## src/rtl/pipeline_hazard_ctrl.sv

```systemverilog
// Stall/flush controller for the 5-stage pipeline: load-use bubbles, branch flushes, memory-wait freeze.
// Define HAZARD_PERF_CNT_EN to build the stall_cnt performance counter (otherwise stall_cnt reads 0).
module pipeline_hazard_ctrl #(
  parameter int unsigned MEM_TIMEOUT = 16,
  parameter logic [4:0]  ZERO_REG    = 5'd31
) (
  input  logic        clk,
  input  logic        rst,
  input  logic [4:0]  id_rs1,
  input  logic [4:0]  id_rs2,
  input  logic        id_uses_rs2,
  input  logic [4:0]  ex_rd,
  input  logic        ex_memread,
  input  logic        ex_branch_taken,
  input  logic        mem_access,
  input  logic        dmem_ready,
  output logic        pc_en,
  output logic        ifid_en,
  output logic        ifid_flush,
  output logic        idex_en,
  output logic        idex_flush,
  output logic        exmem_en,
  output logic        memwb_en,
  output logic        memwb_flush,
  output logic        mem_err,
  output logic [31:0] stall_cnt
);

  typedef enum logic [1:0] {RUN, MEM_WAIT, ERR} state_t;

  localparam logic [7:0] TIMEOUT = 8'(MEM_TIMEOUT);

  state_t     state, state_nxt;
  logic [7:0] wait_cnt, wait_cnt_nxt;
  logic       memstall, loaduse, freeze, decode;

  assign memstall = mem_access & ~dmem_ready;
  assign loaduse  = ex_memread & (ex_rd != ZERO_REG) &
                    ((ex_rd == id_rs1) | (id_uses_rs2 & (ex_rd == id_rs2)));

  always_ff @(posedge clk or negedge rst) begin
    if (!rst) begin
      state    <= RUN;
      wait_cnt <= 8'd0;
      mem_err  <= 1'b0;
    end else begin
      state    <= state_nxt;
      wait_cnt <= wait_cnt_nxt;
      mem_err  <= (state_nxt == ERR);
    end
  end

  always_comb begin
    state_nxt    = state;
    wait_cnt_nxt = wait_cnt;
    freeze       = 1'b0;
    decode       = 1'b0;
    case (state)
      RUN: begin
        if (memstall) begin
          freeze       = 1'b1;
          state_nxt    = MEM_WAIT;
          wait_cnt_nxt = 8'd1;
        end else begin
          decode = 1'b1;
        end
      end
      MEM_WAIT: begin
        if (!dmem_ready) begin
          freeze = 1'b1;
          if (wait_cnt == TIMEOUT) state_nxt = ERR;
          else wait_cnt_nxt = wait_cnt + 8'd1;
        end else begin
          decode       = 1'b1;
          state_nxt    = RUN;
          wait_cnt_nxt = 8'd0;
        end
      end
      ERR: freeze = 1'b1;
      default: state_nxt = RUN;
    endcase
  end

  // A frozen pipeline still clocks a bubble into MEM/WB so the stuck MEM op never writes back twice.
  always_comb begin
    pc_en       = 1'b0;
    ifid_en     = 1'b0;
    ifid_flush  = 1'b0;
    idex_en     = 1'b0;
    idex_flush  = 1'b0;
    exmem_en    = 1'b0;
    memwb_en    = 1'b0;
    memwb_flush = 1'b0;
    if (rst) begin
      if (freeze) begin
        memwb_en    = 1'b1;
        memwb_flush = 1'b1;
      end else if (decode) begin
        idex_en  = 1'b1;
        exmem_en = 1'b1;
        memwb_en = 1'b1;
        if (ex_branch_taken) begin
          pc_en      = 1'b1;
          ifid_en    = 1'b1;
          ifid_flush = 1'b1;
          idex_flush = 1'b1;
        end else if (loaduse) begin
          idex_flush = 1'b1;
        end else begin
          pc_en   = 1'b1;
          ifid_en = 1'b1;
        end
      end
    end
  end

`ifdef HAZARD_PERF_CNT_EN
  logic [31:0] stall_cnt_q;

  always_ff @(posedge clk or negedge rst) begin
    if (!rst) stall_cnt_q <= 32'd0;
    else if (!pc_en) stall_cnt_q <= stall_cnt_q + 32'd1;
  end

  assign stall_cnt = stall_cnt_q;
`else
  assign stall_cnt = 32'd0;
`endif

endmodule

```

## config.mk

```make
export PLATFORM = sky130hd
export DESIGN_NAME = pipeline_hazard_ctrl
export DESIGN_NICKNAME = d
export VERILOG_FILES = /design/src/rtl/pipeline_hazard_ctrl.sv
export SDC_FILE = /design/constraint.sdc
export NUM_CORES = 1
export LEC_CHECK = 0
export BUFFER_PORTS_ARGS = -buffer_cell sky130_fd_sc_hd__buf_2
export CAP_MARGIN = 10
export CORE_ASPECT_RATIO = 1.1
export CORE_MARGIN = 2
export CORE_UTILIZATION = 47
export DETAILED_ROUTE_END_ITERATION = 8
export PLACE_DENSITY = 0.82
export REMOVE_ABC_BUFFERS = 1
export SKIP_CTS_REPAIR_TIMING = 1
export SLEW_MARGIN = 20
export SYNTH_ARGS = -nofsm -noshare
export SYNTH_HDL_FRONTEND = slang
export SYNTH_SLANG_ARGS = --single-unit
```

## constraint.sdc

```tcl
create_clock -name clk -period 4.5 [get_ports clk]
set_clock_uncertainty 0.05 [all_clocks]
set_input_delay 0.225 -clock clk [delete_from_list [all_inputs] [get_ports clk]]
set_output_delay 0.225 -clock clk [all_outputs]
set_load 0.02 [all_outputs]
```

==> results of run 1 <==
power by group through the flow:
| stage | combinational (mW) | clock [mW] | sequential, mW |
|---|---|---|---|
| after global placement | 0.0855 | 0 | 0.110 |
| after global routing | 0.0985 | 0.0766 | 0.109 |
| after detailed placement | 0.0885 | 0 | 0.110 |
| final | 0.0899 | 0.0703 | 0.109 |
| after floorplan | 0.0634 | 0 | 0.109 |
| after CTS | 0.0891 | 0.0712 | 0.109 |
layout make-up:
| class | instances | area (sq um) | area share, % |
|---|---|---|---|
| clock buffer | 4 | 26.3 | 2.26 |
| inverter | 5 | 18.8 | 1.62 |
| multi-input combinational | 106 | 643 | 55.4 |
| sequential | 11 | 275 | 23.7 |
| tap | 30 | 37.5 | 3.23 |
| timing repair buffer | 31 | 160 | 13.8 |
worst max-delay path: cells and delay by family, from the launching register on:
kind                       cells  cell delay [ns]
AOI/OAI and AO/OA              2             0.34
adders and majority gates      1             0.14
buffers and inverters          1             0.12
DFF                            1             0.44
and+or+nand+nor                2             0.78
worst min-delay path by stage:
stage | slack [ns] | endpoint | cells past startpoint | startpoint
6_report | 0.17 | state[0] | 2 | dmem_ready
5_1_grt | 0.16 | state[0] | 2 | dmem_ready
4_1_cts | -0.22 | wait_cnt[2] | 1 | rst
3_5_place_dp | 0.07 | wait_cnt[3] | 1 | rst
3_3_place_gp | 0.06 | wait_cnt[5] | 1 | rst
2_1_floorplan | -0.12 | mem_err | 0 | rst
cells by family after synthesis:
family                     synth area share [%]
and+or+nand+nor                            17.3
DFF                                        25.2
buffers and inverters                      26.6
AOI/OAI and AO/OA                          19.5
other                                     0.343
adders and majority gates                  2.29
xor gates and xnor gates                   8.82
cell usage after synthesis, types with 2 or more instances:
cell type / count / area share, %
o211ai_1: 5 / 3.4
nand2_1: 5 / 1.7
o21ai_1: 2 / 0.92
o22ai_1: 2 / 1.1
o21ai_0: 2 / 0.92
inv_1: 5 / 1.7
nand2b_1: 4 / 2.3
nor3_1: 2 / 0.92
nand3_1: 7 / 3.2
a21oi_1: 2 / 0.92
xor2_1: 10 / 8.0
dfrtp_1: 11 / 25
o31ai_1: 3 / 2.1
and2_1: 4 / 2.3
nor2_1: 3 / 1.0
buf_4: 35 / 24
ha_1: 2 / 2.3
per-stage QoR:
stage	setup slack, ns	hold WS, ns	std cells	area, sq um	total power [mW]
after detailed placement	2.52	0.0721	182	1120	0.199
after floorplan	2.65	-0.121	122	937	0.172
after global routing	2.39	0.161	187	1160	0.284
after global placement	2.60	0.0638	182	1120	0.195
final	2.49	0.170	187	1160	0.269
after CTS	2.50	-0.224	186	1150	0.269
metal layers:
layer  wire, microns  track usage, %  part of all wire (%)  vias up
met5               0               0                     0        -
met4               0            1.39                     0        0
met3             215            4.10                    10        0
met2            1080            30.2                    51       55
met1             807            16.6                    38      433
li1                -               -                     -      439
registers in the layout (all words and copies together) (netlist names):
name,flops
wait_cnt,8
state,2
mem_err,1
==> metrics.yaml, run 1 <==
power_and_ir_drop:
  p_int_mw: 0.164
  pwr_density_cell_mw_per_mm2: 232
  combPwrFrac_pct: 33.5
  p_seq_share_pct: 40.4
  p_clk_share_pct: 26.1
  ir_drop_uv: 200
  swShare_pct: 39.0
  power.switching_mw: 0.105
  p_leak_nw: 0.592
clock_tree:
  clk_pin_slew_ns: 0.07
  cts.sinks: 11
  cts_buffers: 3
  clk_path_buf_depth: 2
  cts_max_level: 1
  clock_latency_ns: 0.27
  cts_root_buf: "clkbuf_4"
  tritoncts: "built"
grt:
  gr-usage-all-layers_pct: 15.1
  grt_max_degree: 14
  grt_pass1_wl_microns: 3170
  antenna_found_initial: 0
  grt_overflow: 0
  grt_pass1_vias: 801
worst_setup_path:
  slowest_stage: "or3b_2"
  endpoint: "wait_cnt[7]"
  cp.required_ns: 4.59
  crit_type: "flip-flop to flip-flop"
  critical_path.cell_chain: "inv_1 > ha_1 > or3b_2 > o21ai_4 > and2_1 > o41ai_1"
  critPathCaptureType: "flip-flop"
  cpPeakStageDelay_ns: 0.50
  critPathArrivalTime_ns: 2.10
  reg2reg_to: "wait_cnt[7]"
  timing.rr.start: "wait_cnt[0]"
  reg2reg_slack_ns: 2.49
  reg2regPathDepth: 6
  worstSetupStartpoint: "wait_cnt[0]"
  critPathMaxFanout: 7
  start_kind: "flip-flop"
route:
  vias: 927
  wl_per_cell_microns: 11.2
  via_per_inst: 4.96
  drt_iter0_drc: 18
  routed_wirelength_microns: 2100
  drcViolationCount: 0
  drt-pass1-iter-count: 4
  antenna_left: 0
timing:
  fmax_mhz: 498
  tightest_slew_ns: 0.748
  drv_slew: 0
  hold_viol: 0
  rsz0062_at_grt: "no"
  timing.slew.headroom_pct: 49.8
  fin_crit_sh_pct: 44.6
  fin_tns_setup_ns: 0
  layout_min_cycle_time_ns: 2.01
  final-setup-viol-count: 0
run_status:
  status: "complete, no violations"
placed_design:
  dp.final_hpwl_microns: 1690
  port_buffers: 30
  gp_congestion: 0.907
final_layout:
  nNetsFinal: 182
  diodes: 0
  drive_gt1_share_pct: 23.6
  synthToLayoutAreaGrowth_pct: 6.30
  fillers: 204
  finish.utilization_pct: 52.1
  mostFrequentLayoutCell: "conb_1"
  mostFrequentLayoutCells: "conb_1, buf_2, dfrtp_1"
job:
  cap_violations: 0
floorplan:
  ios: 63
  die_y_microns: 54.6
  start_util_pct: 49.0
  dieArea_sq_mm: 0.00273
  fp-row-count: 18
  core_area_sq_mm: 0.00223
  die_x_microns: 50.0
synth:
  postSynthCellCount: 128
  async_flop_share_pct: 100
  synth_warnings: 0
  synth_area_sq_mm: 0.00109
  ys_ff_latch: 11
  avgSynthCellArea_sq_um: 8.53
  synth_edf_count: 0
  ys_seq_area_share_pct: 25.2
  synth_cell_type_count: 41
  synth_flop_cell: "dfrtp_1"
hold_path:
  hold_path.class: "primary input to flip-flop"
Note: power is estimated with default switching activity, not from simulation.
==> run 2, diff against run 1 <==
--- a/config.mk
+++ b/config.mk
@@ -9,9 +9,9 @@
 export CAP_MARGIN = 10
 export CORE_ASPECT_RATIO = 1.1
 export CORE_MARGIN = 2
-export CORE_UTILIZATION = 47
+export CORE_UTILIZATION = 44
 export DETAILED_ROUTE_END_ITERATION = 8
-export PLACE_DENSITY = 0.82
+export PLACE_DENSITY = 0.77
 export REMOVE_ABC_BUFFERS = 1
 export SKIP_CTS_REPAIR_TIMING = 1
 export SLEW_MARGIN = 20
==> constraint.sdc (replaced) <==
create_clock -name clk -period 1.9 [get_ports clk]
set_clock_uncertainty 0.05 [all_clocks]
set_input_delay 0.095 -clock clk [delete_from_list [all_inputs] [get_ports clk]]
set_output_delay 0.095 -clock clk [all_outputs]
set_load 0.02 [all_outputs]
==> metrics.yaml, run 2 (synthesized netlist as in run 1, its figures left out) <==
run_status:
  status: "complete, no violations"
clock_tree:
  clk_path_buf_depth: 2  # unchanged
  cts_root_buf: "clkbuf_4"
  cts_max_level: 1  # unchanged
  cts_buffers: 3  # unchanged
  clk_pin_slew_ns: 0.06  # about the same
  tritoncts: "built"
  clock_latency_ns: 0.27  # about the same
  cts.sinks: 11  # unchanged
route:
  drt_iter0_drc: 12  # -6
  wl_met3_microns: 203  # -5.6%
  routed_wirelength_microns: 2100  # -0.19%
  via_per_inst: 4.76  # -4.0%
  met2_length_microns: 1100  # +2.1%
  antenna_left: 0  # unchanged
  wl_met1_microns: 775  # -4.0%
  vias: 914  # -1.4%
  drcViolationCount: 0  # unchanged
  maxUsedRoutingLayer: "met4"
  drt-pass1-iter-count: 4  # unchanged
  wl_per_cell_microns: 10.9  # -2.8%
power_and_ir_drop:
  p_leak_nw: 0.618  # +4.4%
  power.switching_mw: 0.244  # +130%
  pwr_density_cell_mw_per_mm2: 539  # +130%
  p_clk_share_pct: 24.7  # -1.4 points
  combPwrFrac_pct: 36.5  # +3.0 points
  swShare_pct: 37.7  # -1.3 points
  ir_drop_uv: 318  # +59%
  p_seq_share_pct: 38.8  # -1.6 points
  p_int_mw: 0.404  # +150%
final_layout:
  mostFrequentLayoutCells: "conb_1, buf_2, dfrtp_1"
  mostFrequentLayoutCell: "conb_1"
  fillers: 231  # +13%
  largest_register_ff_count: 8  # unchanged
  nNetsFinal: 187  # +2.7%
  instances_no_fill: 192  # +2.7%
  synthToLayoutAreaGrowth_pct: 10.1
  diodes: 0  # unchanged
  top_register: "wait_cnt"
  reg.largest.list: "wait_cnt (8), state (2), mem_err (1)"
  drive_gt1_share_pct: 26.5  # +3.0 points
floorplan:
  die_y_microns: 56.3  # +3.1%
  core_area_sq_mm: 0.00230  # +3.0%
  fp-row-count: 18  # unchanged
  die_x_microns: 51.5  # +3.1%
  start_util_pct: 47.5  # -1.4 points
  dieArea_sq_mm: 0.00290  # +6.3%
  ios: 63  # unchanged
timing:
  fin_crit_sh_pct: 93.5
  setup_ws_ns: 0.123  # -2.37 ns
  final-setup-viol-count: 0  # unchanged
  fin_tns_setup_ns: 0  # unchanged
  drv_slew: 0  # unchanged
  hold_viol: 0  # unchanged
  layout_min_cycle_time_ns: 1.78
  rsz0062_at_grt: "no"
  fmax_mhz: 563
placed_design:
  port_buffers: 30  # unchanged
  gp_congestion: 0.855  # -5.7%
  dp.cells: 187  # +2.7%
  place_ws_ns: 0.0432  # -2.48 ns
  dp.final_hpwl_microns: 1740  # +2.7%
grt:
  grt_pass1_wl_microns: 3350  # +5.9%
  grt_max_degree: 14  # unchanged
  antenna_found_initial: 0  # unchanged
  gr-usage-all-layers_pct: 14.7  # -0.41 points
  grt_overflow: 0  # unchanged
  grt_pass1_vias: 812  # +1.4%
worst_setup_path:
  reg2regPathDepth: 7  # +1
  critPathMaxFanout: 11  # +4
  worstSetupStartpoint: "state[0]"
  reg2reg_to: "wait_cnt[7]"
  crit_type: "flip-flop to output port"
  endpoint: "idex_flush"
  start_kind: "flip-flop"
  critPathArrivalTime_ns: 1.63  # -0.47 ns
  critPathCaptureType: "output port"
  timing.rr.start: "wait_cnt[0]"
  cp.required_ns: 1.75  # -2.84 ns
  reg2reg_slack_ns: 0.15  # -2.34 ns
job:
  cap_violations: 0  # unchanged
hold_path:
  hold_path.class: "primary input to flip-flop"
run 2: cell types whose count changed in the layout (fill, tap and decap cells not counted):
| cell | previous run | this run |
|---|---|---|
| or3b_2 | 1 | 0 |
| buf_4 | 0 | 5 |
| and2_1 | 4 | 3 |
| and2_2 | 0 | 1 |
| or3b_4 | 0 | 1 |
run 2: worst max-delay path: stages (launching register included):
cell	delay (ns)
dfrtp_1	0.50
nor2_1	0.12
o211a_1	0.26
and2_1	0.18
o21bai_1	0.14
buf_2	0.16
run 2: worst min-delay path by stage:
stage,start,endpoint,slack (ns),cells after the start
floorplan,rst,mem_err,-0.25,0
global placement,rst,wait_cnt[6],-0.06,1
detailed placement,rst,wait_cnt[3],-0.06,1
CTS,rst,wait_cnt[3],-0.36,1
global route,dmem_ready,state[0],0.05,2
finish,dmem_ready,state[0],0.04,2
run 2: power groups by stage:
stage | Combinational, mW | Clock, mW | Sequential [mW]
6_report | 0.237 | 0.160 | 0.252
5_1_grt | 0.259 | 0.179 | 0.252
4_1_cts | 0.231 | 0.166 | 0.251
3_5_place_dp | 0.230 | 0 | 0.256
3_3_place_gp | 0.222 | 0 | 0.256
2_1_floorplan | 0.150 | 0 | 0.258
run 2: per-stage QoR:
| step | power, mW | utilization (%) | instance area, sq um | hold WS (ns) |
|---|---|---|---|---|
| final | 0.648 | 52.3 | 1200 | 0.0447 |
| after global routing | 0.690 | 52.3 | 1200 | 0.0487 |
| after CTS | 0.649 | 51.7 | 1190 | -0.357 |
| after detailed placement | 0.486 | 50.6 | 1160 | -0.0578 |
| after global placement | 0.478 | 50.6 | 1160 | -0.0646 |
| after floorplan | 0.408 | - | 937 | -0.251 |
run 2: layout make-up:
cell class	count	area, sq um	area share, %
multi-input cells	106	647	53.8
flip-flops and latches	11	275	22.9
repair buffers	36	198	16.4
well taps	30	37.5	3.12
clock buffers	4	26.3	2.19
inverters	5	18.8	1.56
run 2: layer usage:
| layer | vias to the layer above | track usage, % |
|---|---|---|
| li1 | 446 | - |
| met1 | 411 | 17.3 |
| met2 | 55 | 26.6 |
| met3 | 2 | 2.39 |
| met4 | 0 | 4.51 |
| met5 | - | 0 |
